### src/rtl/ipv4_header_builder.sv
// ipv4_header_builder
// Builds one 20-byte option-less IPv4 header for every accepted payload length.
// The per-packet fields are captured at the length handshake. The header checksum
// is formed in two register stages (raw sum, then fold and invert). The header is
// then streamed MSB-first as 20/AXIS_BYTES beats.
module ipv4_header_builder #(
    parameter int          AXIS_BYTES = 1,
    parameter logic [7:0]  TTL        = 8'd64,
    parameter logic [15:0] ID_INIT    = 16'h0000
) (
    input  logic                      clk,
    input  logic                      sresetn,
    input  logic [31:0]               src_ip,
    input  logic [31:0]               dest_ip,
    input  logic [7:0]                protocol,
    input  logic [7:0]                tos,
    input  logic                      dont_frag,
    output logic                      payload_length_axis_tready,
    input  logic                      payload_length_axis_tvalid,
    input  logic                      payload_length_axis_tlast,
    input  logic [15:0]               payload_length_axis_tdata,
    input  logic                      axis_o_tready,
    output logic                      axis_o_tvalid,
    output logic                      axis_o_tlast,
    output logic [8*AXIS_BYTES-1:0]   axis_o_tdata,
    output logic                      len_err
);

    localparam int         BW        = 8 * AXIS_BYTES;
    localparam int         BEATS     = 20 / AXIS_BYTES;
    localparam int         HDR_W     = 160;
    localparam logic [4:0] LAST_BEAT = 5'(BEATS - 1);

    // Only byte-aligned divisors of the 20-byte header are supported.
    if (AXIS_BYTES != 1 && AXIS_BYTES != 2 && AXIS_BYTES != 4) begin : g_bad_width
        $error("ipv4_header_builder: AXIS_BYTES must be 1, 2 or 4");
    end

    typedef enum logic [1:0] {
        S_IDLE = 2'd0,
        S_CALC = 2'd1,
        S_FOLD = 2'd2,
        S_SEND = 2'd3
    } state_t;

    // Total length saturates at the largest value the 16-bit field can carry.
    function automatic logic [15:0] sat_len(input logic [16:0] total);
        return total[16] ? 16'hFFFF : total[15:0];
    endfunction

    // Two end-around-carry folds of the 20-bit sum, then the ones-complement.
    // After the first fold the value is at most 0x1000E, so the second fold
    // cannot produce another carry.
    function automatic logic [15:0] fold_csum(input logic [19:0] raw);
        logic [16:0] f1;
        logic [15:0] f2;
        f1 = {1'b0, raw[15:0]} + {13'b0, raw[19:16]};
        f2 = f1[15:0] + {15'b0, f1[16]};
        return ~f2;
    endfunction

    // Control state
    state_t      r_state;
    state_t      w_next;
    logic [4:0]  r_cnt;
    logic [15:0] r_id;

    // Per-packet snapshot (data path, not reset)
    logic [31:0] r_src;
    logic [31:0] r_dst;
    logic [7:0]  r_proto;
    logic [7:0]  r_tos;
    logic        r_df;
    logic [15:0] r_tot;
    logic        r_sat;

    // Checksum pipeline registers
    logic [19:0] r_sum_p1;
    logic [15:0] r_csum_p2;

    // Combinational signals
    logic              w_tready;
    logic              w_tvalid;
    logic              w_tlast;
    logic              w_len_hs;
    logic              w_out_hs;
    logic [16:0]       w_tot17;
    logic [15:0]       w_w0;
    logic [15:0]       w_w3;
    logic [15:0]       w_w4;
    logic [19:0]       w_sum_p0;
    logic [HDR_W-1:0]  w_hdr;
    logic [8:0]        w_shamt;
    logic [HDR_W-1:0]  w_shifted;
    logic [BW-1:0]     w_beat;
    logic              w_unused;

    // The length stream's tlast carries no meaning for a single-word length.
    assign w_unused = payload_length_axis_tlast;

    assign w_tot17 = {1'b0, payload_length_axis_tdata} + 17'd20;

    assign w_w0 = {4'h4, 4'h5, r_tos};
    assign w_w3 = {1'b0, r_df, 14'b0};
    assign w_w4 = {TTL, r_proto};

    // Stage p0: raw ones-complement sum of the nine non-checksum words
    assign w_sum_p0 = {4'b0, w_w0}         + {4'b0, r_tot}
                    + {4'b0, r_id}         + {4'b0, w_w3}
                    + {4'b0, w_w4}
                    + {4'b0, r_src[31:16]} + {4'b0, r_src[15:0]}
                    + {4'b0, r_dst[31:16]} + {4'b0, r_dst[15:0]};

    assign w_hdr = {w_w0, r_tot, r_id, w_w3, w_w4, r_csum_p2, r_src, r_dst};

    // The current beat is taken from the top lane after shifting the header
    // left by the number of bits already sent.
    assign w_shamt   = 9'(r_cnt) * 9'(BW);
    assign w_shifted = w_hdr << w_shamt;
    assign w_beat    = w_shifted[HDR_W-1 -: BW];

    // Next-state and handshake decode
    always_comb begin
        w_next   = r_state;
        w_tready = 1'b0;
        w_tvalid = 1'b0;
        w_tlast  = 1'b0;
        w_len_hs = 1'b0;
        w_out_hs = 1'b0;
        case (r_state)
            S_IDLE: begin
                w_tready = 1'b1;
                if (payload_length_axis_tvalid) begin
                    w_len_hs = 1'b1;
                    w_next   = S_CALC;
                end
            end
            S_CALC: w_next = S_FOLD;
            S_FOLD: w_next = S_SEND;
            S_SEND: begin
                w_tvalid = 1'b1;
                w_tlast  = (r_cnt == LAST_BEAT);
                if (axis_o_tready) begin
                    w_out_hs = 1'b1;
                    if (r_cnt == LAST_BEAT) begin
                        w_next = S_IDLE;
                    end
                end
            end
            default: w_next = S_IDLE;
        endcase
    end

    // State register
    always_ff @(posedge clk) begin
        if (!sresetn) begin
            r_state <= S_IDLE;
        end else begin
            r_state <= w_next;
        end
    end

    // Beat counter and identification; id advances once per completed header
    always_ff @(posedge clk) begin
        if (!sresetn) begin
            r_cnt <= 5'd0;
            r_id  <= ID_INIT;
        end else if (r_state == S_FOLD) begin
            r_cnt <= 5'd0;
        end else if (w_out_hs) begin
            if (r_cnt == LAST_BEAT) begin
                r_cnt <= 5'd0;
                r_id  <= r_id + 16'd1;
            end else begin
                r_cnt <= r_cnt + 5'd1;
            end
        end
    end

    // Snapshot of the per-packet fields at the length handshake
    always_ff @(posedge clk) begin
        if (w_len_hs) begin
            r_src   <= src_ip;
            r_dst   <= dest_ip;
            r_proto <= protocol;
            r_tos   <= tos;
            r_df    <= dont_frag;
            r_tot   <= sat_len(w_tot17);
            r_sat   <= w_tot17[16];
        end
    end

    // Stage p1: raw sum registered in CALC
    always_ff @(posedge clk) begin
        if (r_state == S_CALC) begin
            r_sum_p1 <= w_sum_p0;
        end
    end

    // Stage p2: folded, inverted checksum registered in FOLD
    always_ff @(posedge clk) begin
        if (r_state == S_FOLD) begin
            r_csum_p2 <= fold_csum(r_sum_p1);
        end
    end

    // tready is forced low while reset is held so no length is taken then.
    assign payload_length_axis_tready = w_tready & sresetn;
    assign axis_o_tvalid              = w_tvalid;
    assign axis_o_tlast               = w_tlast;
    assign axis_o_tdata               = w_tvalid ? w_beat : '0;
    assign len_err                    = (r_state == S_CALC) && r_sat;

endmodule

### config.mk
export PLATFORM = sky130hd
export DESIGN_NAME = ipv4_header_builder
export DESIGN_NICKNAME = d
export VERILOG_FILES = /design/src/rtl/ipv4_header_builder.sv
export SDC_FILE = /design/constraint.sdc
export NUM_CORES = 1
export LEC_CHECK = 0
export BUFFER_PORTS_ARGS = -buffer_cell sky130_fd_sc_hd__buf_2
export CORE_UTILIZATION = 65
export CTS_CLUSTER_SIZE = 40
export DETAILED_ROUTE_END_ITERATION = 10
export MAX_ROUTING_LAYER = met4
export PLACE_DENSITY_LB_ADDON = 0.15
export SYNTH_ARGS = -nofsm -noshare
export SYNTH_HDL_FRONTEND = slang
export SYNTH_SLANG_ARGS = --single-unit
export TNS_END_PERCENT = 10
### constraint.sdc
create_clock -name clk -period 12.9 [get_ports clk]
set_clock_uncertainty 0.15 [all_clocks]
set_input_delay 0.645 -clock clk [delete_from_list [all_inputs] [get_ports clk]]
set_output_delay 0.645 -clock clk [all_outputs]
set_load 0.03 [all_outputs]
# After elaboration in Yosys (flattened, before gate mapping)
# Cells that the tools add are included.
[op_classes]
addsub = 13
mul = 0
n_div = 0
magnitude_cmp = 0
n_eq_ne = 7
shift = 1
n_mux = 13
bitwise = 4
reduce_logical = 5
[ops]
columns = ["cell", "n"]
rows = [
  ["$shl A159 B8 Y160", 1],
  ["$add A20 B16 Y20", 4],
  ["$add A19 B15 Y20", 1],
  ["$add A18 B15 Y19", 1],
  ["$add A17 B16 Y18", 1],
  ["$add A15 B16 Y17", 1],
  ["$add A16 B4 Y17", 1],
  ["$add A16 B5 Y17 const B", 1],
  ["$add A16 B1 Y16", 1],
  ["$add A16 B1 Y16 const B", 1],
  ["$not A16 Y16", 1],
  ["$mux W8", 1],
  ["$pmux W2 S4", 1],
  ["$mux W1", 7],
  ["$mux W2", 3],
  ["$ne A2 B2 Y1 const B", 3],
  ["$reduce_and A3 Y1", 2],
  ["$add A5 B1 Y5 const B", 1],
  ["$eq A5 B5 Y1 const B", 1],
  ["$mux W5", 1],
  ["$eq A2 B2 Y1 const B", 2],
  ["$eq A2 B1 Y1 const B", 1],
  ["$logic_not A2 Y1", 1],
  ["$not A1 Y1", 2],
  ["3 further kinds", 3],
]
[word_totals]
register_bits = 157
latchBits = 0
ramBits = 0
romBits = 0
input_bits = 102
out_inout_bits = 12
wordCells = 55
mem_count = 0

# Logic depth before layout (Yosys ltp)
[depth]
ltp_word = 8
ltp_mapped = 17
depth_no_buf = 16

# Worst setup path before layout
# No wires, ideal clock.
[synth_path]
kind = "flip-flop to flip-flop"
from = "reg r_id[2]"
to = "reg r_sum_p1[18], data pin"
t_arrival_ns = 4.530
t_required_ns = 12.489
path_slack_ns = 7.959
stages_incl_launch_ff = 18
n_path_buf = 1
period_less_slack_ns = 4.941
path_cell_list = "dfxtp_1 > clkbuf_1 > inv_1 > fa_1 > inv_1 > fa_1 > fa_1 > inv_1 > fa_1 > inv_1 > ha_1 > fa_1 > a21o_1 > a21oi_1 > o21ai_0 > a41o_1 > a311oi_1 > nor2_1"
[synth_between]
elab_chain_len = 7
[synth_lines]
columns = ["element", "line_no", "rtl"]
rows = [
  ["start, declared", "66", "logic [15:0] r_id;"],
  ["start signal, assigned", "173", "r_id <= r_id + 16'd1;"],
  ["$add A17 B16 Y18", "109", "+ {4'b0, r_id} + {4'b0, w_w3}"],
  ["$add A18 B15 Y19", "109", ""],
  ["$add A19 B15 Y20", "110", "+ {4'b0, w_w4}"],
  ["$add A20 B16 Y20 (2 in series)", "111", "+ {4'b0, r_src[31:16]} + {4'b0, r_src[15:0]}"],
  ["$add A20 B16 Y20 (2 in series)", "112", "+ {4'b0, r_dst[31:16]} + {4'b0, r_dst[15:0]};"],
  ["via w_sum_p0[18]", "91", "logic [19:0] w_sum_p0;"],
  ["end signal, assigned", "196", "r_sum_p1 <= w_sum_p0;"],
  ["end, declared", "78", "logic [19:0] r_sum_p1;"],
]
# The timed path passes the listed nets, and every way through them passes these cells.
# A chain may end at the register's enable or synchronous reset.

# Worst setup path in the final report
# Same ends and word-level chain as after synthesis.

==> impl_summary.md <==
Status
The run finished with clean final reports.

Clock network
The TritonCTS clock tree is built. In this run, post-CTS repair resized a total of 0 instances. The deepest level of the CTS H-tree is 4.

The clock-pin transition on the worst setup and hold timing paths is around 0.070 ns. The clock passes through at most 2 buffers. Buffers added to address setup during post-CTS repair amount to 0. Counting the buffers created by CTS gives 17. Hold repair after CTS inserted 0 buffers. The clock tree root buffer cell is sky130_fd_sc_hd__clkbuf_16. The tree built by TritonCTS fans out to 156 sinks. The later pin in the worst-skew pair is clocked with a latency of about 0.43 ns.

GRT
In this run the most used layer during global routing was met2. The via count of the first global-routing pass is about 7200. In the global route stage, met1 resource usage came out at roughly 45%.

In the global route stage, overall resource usage came out at about a third. Entering global routing, the biggest net connects between 60 and 70 pins. The wire length of the first global-routing pass is between 30000 and 40000 um. Global routing used ~7.4% of the available met3 tracks.

Global routing finished with a remaining overflow of 0. The global-route track usage on met2 is around 48%. The initial antenna violation count is 0.

Floorplan
The count of boundary I/O pins is 114. Once the floorplan was initialized, standard cells occupied between 60% and 70% of the core. The placement row count is 46. The floorplan core area is between 15000 and 20000 um^2.

The die is approximately 130 um tall. The die covers around 17000 um^2. The width of the chip is 129.6 um.

Drt
The count of nets left with antenna violations once routing finished came out at 0. The pre-antenna-repair detailed-routing pass consisted of 5 iterations. Detailed routing inserted a total of between 7000 and 8000 vias. The via density per instance is between 5 and 6. The detailed router finished its first iteration with 685 violations. Dividing the detail-routed wire length by the instance count gives roughly 20 um. For this run, design rule violations remaining after detail routing come to 0. Summed over all layers, the routed wires come to ~25000 um.

STA
The number of failing setup endpoints in the final timing report is 0. Headroom to the max-slew limit came out at 20.28%. The worst-margin pin slew is 1.196 ns. Setup repair after global routing left no endpoint under its margin. The max-slew violation count is 0. The post-route minimum period is 5.454 ns.

The number of failing hold endpoints at the final stage is 0. The upper clock frequency limit is 183.4 MHz. Across all setup checks in the final design, the least slack found is between 7 and 8 ns. After routing, the total negative slack on setup checks comes to 0 ns.

The post-route fraction of the period consumed by the critical path is 42.28%.

Setup path
The setup slack of the worst register-to-register path is between 7 and 8 ns. The startpoint class of the critical path is a flip-flop. The destination of the worst register-to-register timing path is r_sum_p1[18]$_DFFE_PN_. The cell count of the worst reg-to-reg path is 16.

The startpoint identified for the worst register-to-register timing path is r_id[2]$_SDFFE_PN0P_. The sort of element at the end of the critical path is a flip-flop. At the worst endpoint, the required time is roughly 13 ns.

In this run the worst path has a maximum fanout of 7. For the worst setup path, the data arrival time is around 5.5 ns. The worst setup path is of the flip-flop to flip-flop kind.

Final layout
Leaving out fill and tap cells, the most frequent cell in the layout is sky130_fd_sc_hd__inv_1. The antenna diode instance count is 0. The final net count is 1267. The utilization after layout is between 70% and 80%. The top cell types in the final layout, fill and taps aside, are sky130_fd_sc_hd__inv_1 (183), sky130_fd_sc_hd__edfxtp_1 (133), sky130_fd_sc_hd__buf_2 (112).

Cells with a size suffix above 1 make up roughly 17% of the layout. The number of fill cells is 1100. Compared with the post-synthesis result, the final layout area differs by 12.31%.

Yosys
In this run, distinct cell masters in the synthesized netlist total 73. The synthesized design spends more area on one cell type than any other, namely sky130_fd_sc_hd__edfxtp_1. The netlist area before placement is roughly 11000 um^2. The total nets after synthesis is between 1000 and 1500. The register bit count reported by yosys is 156. By area the synthesized netlist is led by sky130_fd_sc_hd__edfxtp_1 (38%), sky130_fd_sc_hd__fa_1 (15%), sky130_fd_sc_hd__inv_1 (6.5%), sky130_fd_sc_hd__ha_1 (5.1%), sky130_fd_sc_hd__dfxtp_1 (4.4%). The number of cells produced by synthesis is around 940. For this run, the number of Yosys warnings is 0.

In the synthesized netlist the async set-or-reset flop fraction comes to 0%. The share of the synthesized area in the top cell type is a little under two fifths. The share of the Yosys chip area taken by registers is ~42%. Among all flip-flop cells after synthesis, the most frequent one is sky130_fd_sc_hd__edfxtp_1. The number of synthesized flops with an enable pin is 133. Averaged over all synthesized cells, the footprint is between 10 and 15 um^2.

Worst hold path
The path with the worst hold slack has its endpoint at r_src[5]$_DFFE_PP_. The tightest min-delay check is of the input port to flip-flop type. The number of stages on the worst hold path is 1. The worst hold path begins at src_ip[5].

Place
Prior to clock tree synthesis, the placed netlist has a worst setup slack of ~7.5 ns. The HPWL after detailed placement is 18820 um. The count of input and output buffers is around 110.

At the end of routability-driven placement, the weighted congestion stood at between 0.8 and 0.9.

Job
Max-cap violations in this run came to 0.
Yosys cell counts, drive strengths merged (23+ instances only):
master	n
mux2i	31
edfxtp	133
nor2	24
ha	43
a21oi	26
inv	183
xnor2	31
fa	81
nand3	26
nand2	41
o21ai	31
dfxtp	23
and2	26
kinds of logic (layout without fill, tap and decap cells):
family | Yosys count | count (layout) | synth area share (%)
adder cells (fa/ha/maj) | 124 | 124 | 20.41
XOR/XNOR | 51 | 51 | 4.222
AO/OA/AOI/OAI | 145 | 145 | 9.214
AND/OR/NAND/NOR | 195 | 195 | 10.35
buffers and inverters | 215 | 334 | 7.877
multiplexers | 49 | 49 | 5.819
flip-flops | 156 | 156 | 42.11
area by class of cell:
cell class                 count  area [um^2]  area share, %
multi-input combinational    564         5294          44.56
sequential                   156         4456          37.50
inverter                     183        686.9          5.781
timing repair buffer         119        613.1          5.160
clock buffer                  17        425.4          3.580
tap                          216        270.3          2.275
clock inverter                15        136.4          1.148
how the worst max path moves through the flow:
| stage | endpoint | from | cells after the start |
|---|---|---|---|
| after floorplan | r_sum_p1[18]$_DFFE_PN_ | r_id[2]$_SDFFE_PN0P_ | 17 |
| after global placement | r_sum_p1[18]$_DFFE_PN_ | r_id[2]$_SDFFE_PN0P_ | 16 |
| after detailed placement | r_sum_p1[18]$_DFFE_PN_ | r_id[2]$_SDFFE_PN0P_ | 16 |
| after CTS | r_sum_p1[18]$_DFFE_PN_ | r_id[2]$_SDFFE_PN0P_ | 16 |
| after global routing | r_sum_p1[18]$_DFFE_PN_ | r_id[2]$_SDFFE_PN0P_ | 16 |
| final | r_sum_p1[18]$_DFFE_PN_ | r_id[2]$_SDFFE_PN0P_ | 16 |
metrics by stage:
step                      area, um^2  std cells  hold slack [ns]
after CTS                      11880       1270           0.2189
after global placement         11320       1238           0.4046
after global routing           11880       1270           0.2167
final                          11880       1270           0.2349
after floorplan                10580        935           0.3768
after detailed placement       11320       1238           0.4124
critical path, cell delays in order, from the launching register on:
cell	delay, ns
sky130_fd_sc_hd__dfxtp_1	0.49
sky130_fd_sc_hd__inv_1	0.11
sky130_fd_sc_hd__fa_1	0.55
sky130_fd_sc_hd__inv_1	0.06
sky130_fd_sc_hd__fa_1	0.51
sky130_fd_sc_hd__fa_1	0.56
sky130_fd_sc_hd__inv_1	0.07
sky130_fd_sc_hd__fa_1	0.52
sky130_fd_sc_hd__inv_1	0.04
sky130_fd_sc_hd__ha_1	0.23
sky130_fd_sc_hd__fa_1	0.43
sky130_fd_sc_hd__a21o_1	0.17
sky130_fd_sc_hd__a21oi_1	0.33
sky130_fd_sc_hd__o21ai_0	0.23
sky130_fd_sc_hd__a41o_1	0.38
sky130_fd_sc_hd__a311oi_1	0.29
sky130_fd_sc_hd__nor2_1	0.09
state kept, by name, indices dropped and copies added (netlist names), 2 cells and up:
name / count
r_cnt: 5
r_csum_p2: 16
r_dst: 32
r_id: 16
r_proto: 8
r_src: 32
r_state: 2
r_sum_p1: 19
r_tos: 8
r_tot: 16
per-layer routing:
layer / vias up / share of wire [%]
li1: 3414 / -
met1: 3563 / 42
met2: 391 / 45
met3: 62 / 9.1
met4: 0 / 3.6
met5: - / 0
Power is left out: the tool's default activity adds up to more than one toggle a clock period on the data nets, which glitch-free logic cannot reach.
